===== src/rtl/pwm_sar_scan.sv =====
// Multi-channel SAR ADC controller driving a PWM-filtered DAC: round-robins over enabled
// mux channels, samples, resolves WIDTH bits against an external comparator, tags results.
module pwm_sar_scan #(
  parameter int unsigned WIDTH      = 8,
  parameter int unsigned CHANNELS   = 4,
  parameter int unsigned SETTLE     = 10000,
  parameter int unsigned SAMPLE_CYC = 16,
  localparam int unsigned CH_W      = (CHANNELS > 1) ? $clog2(CHANNELS) : 1
) (
  input  logic                clk,
  input  logic                reset,
  input  logic                go,
  input  logic [CHANNELS-1:0] ch_mask,
  input  logic                cmp,
  output logic [CH_W-1:0]     mux_sel,
  output logic                sample,
  output logic [WIDTH-1:0]    dac_code,
  output logic                pwm_out,
  output logic                busy,
  output logic                valid,
  output logic [WIDTH-1:0]    result,
  output logic [CH_W-1:0]     result_ch
);

  localparam int unsigned SET_W = (SETTLE > 1) ? $clog2(SETTLE) : 1;
  localparam int unsigned SMP_W = (SAMPLE_CYC > 1) ? $clog2(SAMPLE_CYC) : 1;
  localparam logic [WIDTH-1:0] Msb = {1'b1, {(WIDTH - 1){1'b0}}};
  localparam logic [SET_W-1:0] SetReload = SET_W'(SETTLE - 1);
  localparam logic [SMP_W-1:0] SmpReload = SMP_W'(SAMPLE_CYC - 1);
  localparam logic [CH_W-1:0]  PtrReset = CH_W'(CHANNELS - 1);

  typedef enum logic [1:0] {StIdle, StSample, StConv, StDone} state_e;

  state_e            state_q;
  logic [CH_W-1:0]   ptr_q;
  logic [WIDTH-1:0]  bit_q;
  logic [WIDTH-1:0]  work_q;
  logic [WIDTH-1:0]  work_nxt;
  logic [SET_W-1:0]  set_cnt_q;
  logic [SMP_W-1:0]  smp_cnt_q;
  logic [WIDTH-1:0]  pwm_cnt_q;

  // First enabled channel strictly after ptr, wrapping; ptr itself is the last candidate.
  function automatic logic [CH_W-1:0] next_ch(input logic [CH_W-1:0]     ptr,
                                              input logic [CHANNELS-1:0] en);
    logic [CH_W-1:0] sel;
    logic [CH_W-1:0] c;
    sel = ptr;
    for (int unsigned i = CHANNELS; i >= 1; i--) begin
      c = CH_W'((32'(ptr) + i) % CHANNELS);
      if (en[c]) sel = c;
    end
    return sel;
  endfunction

  always_comb begin
    work_nxt = work_q;
    if (cmp) work_nxt = work_q | bit_q;
  end

  always_ff @(posedge clk or negedge reset) begin
    if (!reset) begin
      state_q   <= StIdle;
      ptr_q     <= PtrReset;
      bit_q     <= Msb;
      work_q    <= '0;
      set_cnt_q <= '0;
      smp_cnt_q <= '0;
      pwm_cnt_q <= '0;
      mux_sel   <= '0;
      sample    <= 1'b0;
      dac_code  <= '0;
      pwm_out   <= 1'b0;
      busy      <= 1'b0;
      valid     <= 1'b0;
      result    <= '0;
      result_ch <= '0;
    end else begin
      // The PWM runs independently of the conversion FSM.
      pwm_cnt_q <= pwm_cnt_q + 1'b1;
      pwm_out   <= (pwm_cnt_q < dac_code);
      valid     <= 1'b0;
      if (!go) begin
        state_q  <= StIdle;
        ptr_q    <= PtrReset;
        sample   <= 1'b0;
        dac_code <= '0;
        busy     <= 1'b0;
      end else begin
        unique case (state_q)
          StIdle: begin
            if (|ch_mask) begin
              state_q   <= StSample;
              mux_sel   <= next_ch(ptr_q, ch_mask);
              sample    <= 1'b1;
              busy      <= 1'b1;
              smp_cnt_q <= SmpReload;
            end
          end
          StSample: begin
            work_q    <= '0;
            bit_q     <= Msb;
            set_cnt_q <= SetReload;
            if (smp_cnt_q == '0) begin
              state_q  <= StConv;
              sample   <= 1'b0;
              dac_code <= Msb;
            end else begin
              smp_cnt_q <= smp_cnt_q - 1'b1;
            end
          end
          StConv: begin
            if (set_cnt_q == '0) begin
              work_q    <= work_nxt;
              set_cnt_q <= SetReload;
              if (bit_q[0]) begin
                state_q  <= StDone;
                dac_code <= '0;
              end else begin
                bit_q    <= bit_q >> 1;
                dac_code <= work_nxt | (bit_q >> 1);
              end
            end else begin
              set_cnt_q <= set_cnt_q - 1'b1;
            end
          end
          StDone: begin
            result    <= work_q;
            result_ch <= mux_sel;
            valid     <= 1'b1;
            ptr_q     <= mux_sel;
            if (|ch_mask) begin
              state_q   <= StSample;
              mux_sel   <= next_ch(mux_sel, ch_mask);
              sample    <= 1'b1;
              smp_cnt_q <= SmpReload;
            end else begin
              state_q <= StIdle;
              busy    <= 1'b0;
            end
          end
          default: state_q <= StIdle;
        endcase
      end
    end
  end

endmodule


===== config.mk =====
export PLATFORM = sky130hd
export DESIGN_NAME = pwm_sar_scan
export DESIGN_NICKNAME = d
export VERILOG_FILES = /design/src/rtl/pwm_sar_scan.sv
export SDC_FILE = /design/constraint.sdc
export NUM_CORES = 1
export LEC_CHECK = 0
export ABC_AREA = 1
export CAP_MARGIN = 40
export CORE_ASPECT_RATIO = 1.4
export CORE_MARGIN = 2
export CORE_UTILIZATION = 45
export CTS_BUF_LIST = sky130_fd_sc_hd__clkbuf_4 sky130_fd_sc_hd__clkbuf_8
export CTS_CLUSTER_DIAMETER = 200
export DETAILED_ROUTE_END_ITERATION = 10
export GPL_ROUTABILITY_DRIVEN = 0
export SYNTH_ARGS = -nofsm -noshare
export SYNTH_HDL_FRONTEND = slang
export SYNTH_SLANG_ARGS = --single-unit

===== constraint.sdc =====
create_clock -name clk -period 1.9 [get_ports clk]
set_input_delay 0.285 -clock clk [delete_from_list [all_inputs] [get_ports clk]]
set_output_delay 0.285 -clock clk [all_outputs]
set_load 0.1 [all_outputs]

==> flow_summary.json <==
{
  "pre_cts_ws_ns": 0.0230,
  "arrival_ns": 2.00,
  "die_area_um2": 9480,
  "drive_gt1_share_pct": 19.6,
  "regToRegSetupSlack_ns": 0.15,
  "crit_end": "work_q[2]",
  "clock-skew-final_ns": 0.00991,
  "cts.htree.levels": 3,
  "setup-tns-final_ns": 0,
  "reg2reg_to": "work_q[2]",
  "die_w_um": 82.8,
  "worst-setup-path-type": "flip-flop to flip-flop",
  "number_of_distinct_library_cells_after_synthesis": 41,
  "worst-slew-pin-transition_ns": 0.385,
  "placement.cell_area_um2": 4350,
  "final-hold-violation-count": 0,
  "die_h_um": 114,
  "overflow": 0,
  "clock_path_buffers": 2,
  "global_route_wire_length_before_repair_mm": 13.8,
  "p_total_mw": 6.06,
  "mappedNetlistArea_um2": 3920,
  "crit_chain": "inv_1, ha_1, nand2_1, nor2_1, nand4_2, nand2_2, nand3_4, buf_4, nand2_1, o21ai_2",
  "multiInputGateArea_um2": 1840,
  "cellLeakagePower_nw": 2.33,
  "start_kind": "flip-flop",
  "postSynthNetCount": 509,
  "pwr_density_cell_nw_per_um2": 1320,
  "holdCritPathClass": "primary input to async pin",
  "drcViolationCount": 0,
  "rsz0062_at_grt": "no",
  "crit_required_ns": 2.15,
  "num_rows": 40,
  "wl_per_cell_um": 12.3,
  "root_buffer": "sky130_fd_sc_hd__clkbuf_8",
  "final_period_minus_worst_setup_slack_ns": 1.75,
  "timing.critical_path.slowest_cell_delay_ns": 0.38,
  "cp_max_fo": 5,
  "clock_insertion_delay_worst_skew_ns": 0.35,
  "largest_net_degree_at_the_start_of_global_routing": 71,
  "grt.total_usage_pct": 18.2,
  "cts-buffers-inserted": 9,
  "drt-pass1-iter-count": 4,
  "nFillCells": 806,
  "asyncSetResetFlopFracSynth_pct": 100,
  "core_area_um2": 8510,
  "maxCapViolations": 0,
  "worstSetupEndpointType": "flip-flop",
  "run_status": "complete, no violations",
  "cp.buffers_inverters": 2,
  "max_clock_freq_mhz": 571,
  "finalWirelength_mm": 7.98,
  "boundaryPins": 32,
  "antenna_left": 0,
  "via_count_of_the_first_global_routing_pass": 3051,
  "antenna_diode_count": 0,
  "most-common-layout-cells": "143 x sky130_fd_sc_hd__nand2_1, 66 x sky130_fd_sc_hd__inv_1, 65 x sky130_fd_sc_hd__dfrtp_1",
  "maxSlewHeadroom_pct": 74.3,
  "postLayoutSetupSlackWorst_ns": 0.150,
  "netlist_instances": 487,
  "yosysWarningCount": 0,
  "most_frequently_used_flop_master_after_synthesis": "sky130_fd_sc_hd__dfrtp_1",
  "synth-seq-cells": 70,
  "clock-sinks": 70,
  "tritoncts": "built",
  "drt_iter0_drc": 189,
  "syn_to_final_growth_pct": 17.6,
  "dr_total_vias": 3155,
  "buffer_ports.inserted": 31,
  "startpoint": "set_cnt_q[0]",
  "route.detailed.vias_per_inst": 4.88,
  "worstRegToRegCells": 10,
  "layout_worst_path_cycle_share_pct": 92.1,
  "critical-path-slowest-cell": "sky130_fd_sc_hd__dfrtp_1",
  "crit_path_frequent_cell": "sky130_fd_sc_hd__nand2_1",
  "timing.critical_path.max_delay_family": "simple AND/OR/NAND/NOR gates",
  "synth-seq-area-share_pct": 44.8,
  "syn_avg_cell_area_um2": 8.04,
  "final-max-slew-violation-count": 0,
  "finish.net_count": 560,
  "setup_viol_count_final": 0,
  "post_dp_hpwl_mm": 5.95,
  "cp_num_cells": 10,
  "number_of_antenna_violations_at_the_first_check_in_global_routing": 0,
  "vdd.ir_drop.worst_mv": 0.894,
  "clk_pin_slew_ns": 0.07,
  "stdcell_area_um2": 4610,
  "start_util_pct": 46.0,
  "final_common_cell": "sky130_fd_sc_hd__nand2_1",
  "number_of_enable_type_register_cells_in_the_synthesized_netlist": 0,
  "regToRegStartpoint": "set_cnt_q[0]",
  "area.sequential_um2": 1760
}
[routing by layer]
layer  part of all wire (%)  routed length [µm]  GRT usage, %  up-vias
li1                       -                   -             -     1654
met1                     44                3510          21.7     1449
met2                     51                4040          31.4       40
met3                    3.3                 267          4.40       12
met4                    2.1                 165          7.87        0
met5                      0                   0             0        -
[worst reg2reg max path, stage by stage (launching register included)]
cell and delay [ns]:
sky130_fd_sc_hd__dfrtp_1 0.38, sky130_fd_sc_hd__inv_1 0.09, sky130_fd_sc_hd__ha_1 0.18, sky130_fd_sc_hd__nand2_1 0.11, sky130_fd_sc_hd__nor2_1 0.16, sky130_fd_sc_hd__nand4_2 0.15, sky130_fd_sc_hd__nand2_2 0.16, sky130_fd_sc_hd__nand3_4 0.14
sky130_fd_sc_hd__buf_4 0.17, sky130_fd_sc_hd__nand2_1 0.06, sky130_fd_sc_hd__o21ai_2 0.05
[sequential cells by signal, summed over array words and instances, names as in the netlist]
signal and cells:
dac_code 8, smp_cnt_q 4, sample 1, set_cnt_q 14
state_q 2, result_ch 2, result 8, mux_sel 2
ptr_q 2, bit_q 8, busy 1, pwm_out 1
pwm_cnt_q 8, valid 1, work_q 8
[worst min path at each step]
stage / end / slack (ns) / cells past startpoint
2_1_floorplan: bit_q[0] / -0.01 / 0
3_3_place_gp: pwm_cnt_q[2] / 0.34 / 2
3_5_place_dp: pwm_cnt_q[2] / 0.34 / 2
4_1_cts: pwm_cnt_q[7] / 0.48 / 1
5_1_grt: pwm_cnt_q[7] / 0.50 / 1
6_report: pwm_cnt_q[2] / 0.48 / 3
[cell usage after synthesis, drive strengths merged, types with 3 or more instances]
library cell,instances,share of area (%)
nand2,149,15
inv,73,7.1
dfrtp,67,43
o21ai,52,7.9
nor2,37,4.6
nand3,33,5.1
a21oi,18,2.6
ha,14,4.5
xor2,9,2.0
nor3,8,1.4
buf,6,1.4
dfstp,3,2.0
nand4,3,1.0
o31ai,3,0.58
[kinds of logic after synthesis]
logic type	count (synthesis)	share of synthesized area, %
buffers and inverters	80	8.53
flip-flops	70	44.8
adder cells (fa/ha/maj)	14	4.47
XOR/XNOR	10	2.24
AND/OR/NAND/NOR	233	27.6
AO/OA/AOI/OAI	80	12.4
[through the flow]
stage                     hold slack (ns)  utilization, %  std cells
after global placement              0.342            51.2        628
final                               0.477            54.1        647
after detailed placement            0.344            51.2        628
after floorplan                   -0.0106               -        487
after global routing                0.499            54.1        647
after CTS                           0.481            53.6        644
[what timing repair did]
| action | 4_1_cts | 5_1_grt |
|---|---|---|
| hold buffers | 1 | 0 |
| endpoints found under the setup margin | 0 | 17 |
| resized for setup | 0 | 2 |
| setup buffers | 0 | 3 |
| endpoints found under the hold margin | 67 | 0 |
[where the power goes]
part / leakage (nW) / total (mW) / internal, mW / switching, mW
Sequential: 0.879 / 1.94 / 1.75 / 0.188
Combinational: 1.35 / 2.92 / 0.814 / 2.10
Clock: 0.0955 / 1.21 / 0.664 / 0.542
Total: 2.33 / 6.06 / 3.23 / 2.83
[area by class of cell]
cell class,instances,share of cell area [%]
Timing Repair Buffer,47,8.80
Clock inverter,3,0.978
Sequential cell,70,38.2
Clock buffer,12,3.31
Inverter,73,6.00
Multi-Input combinational cell,337,39.9
Tap cell,105,2.85
(Power assumes the default switching activity.)
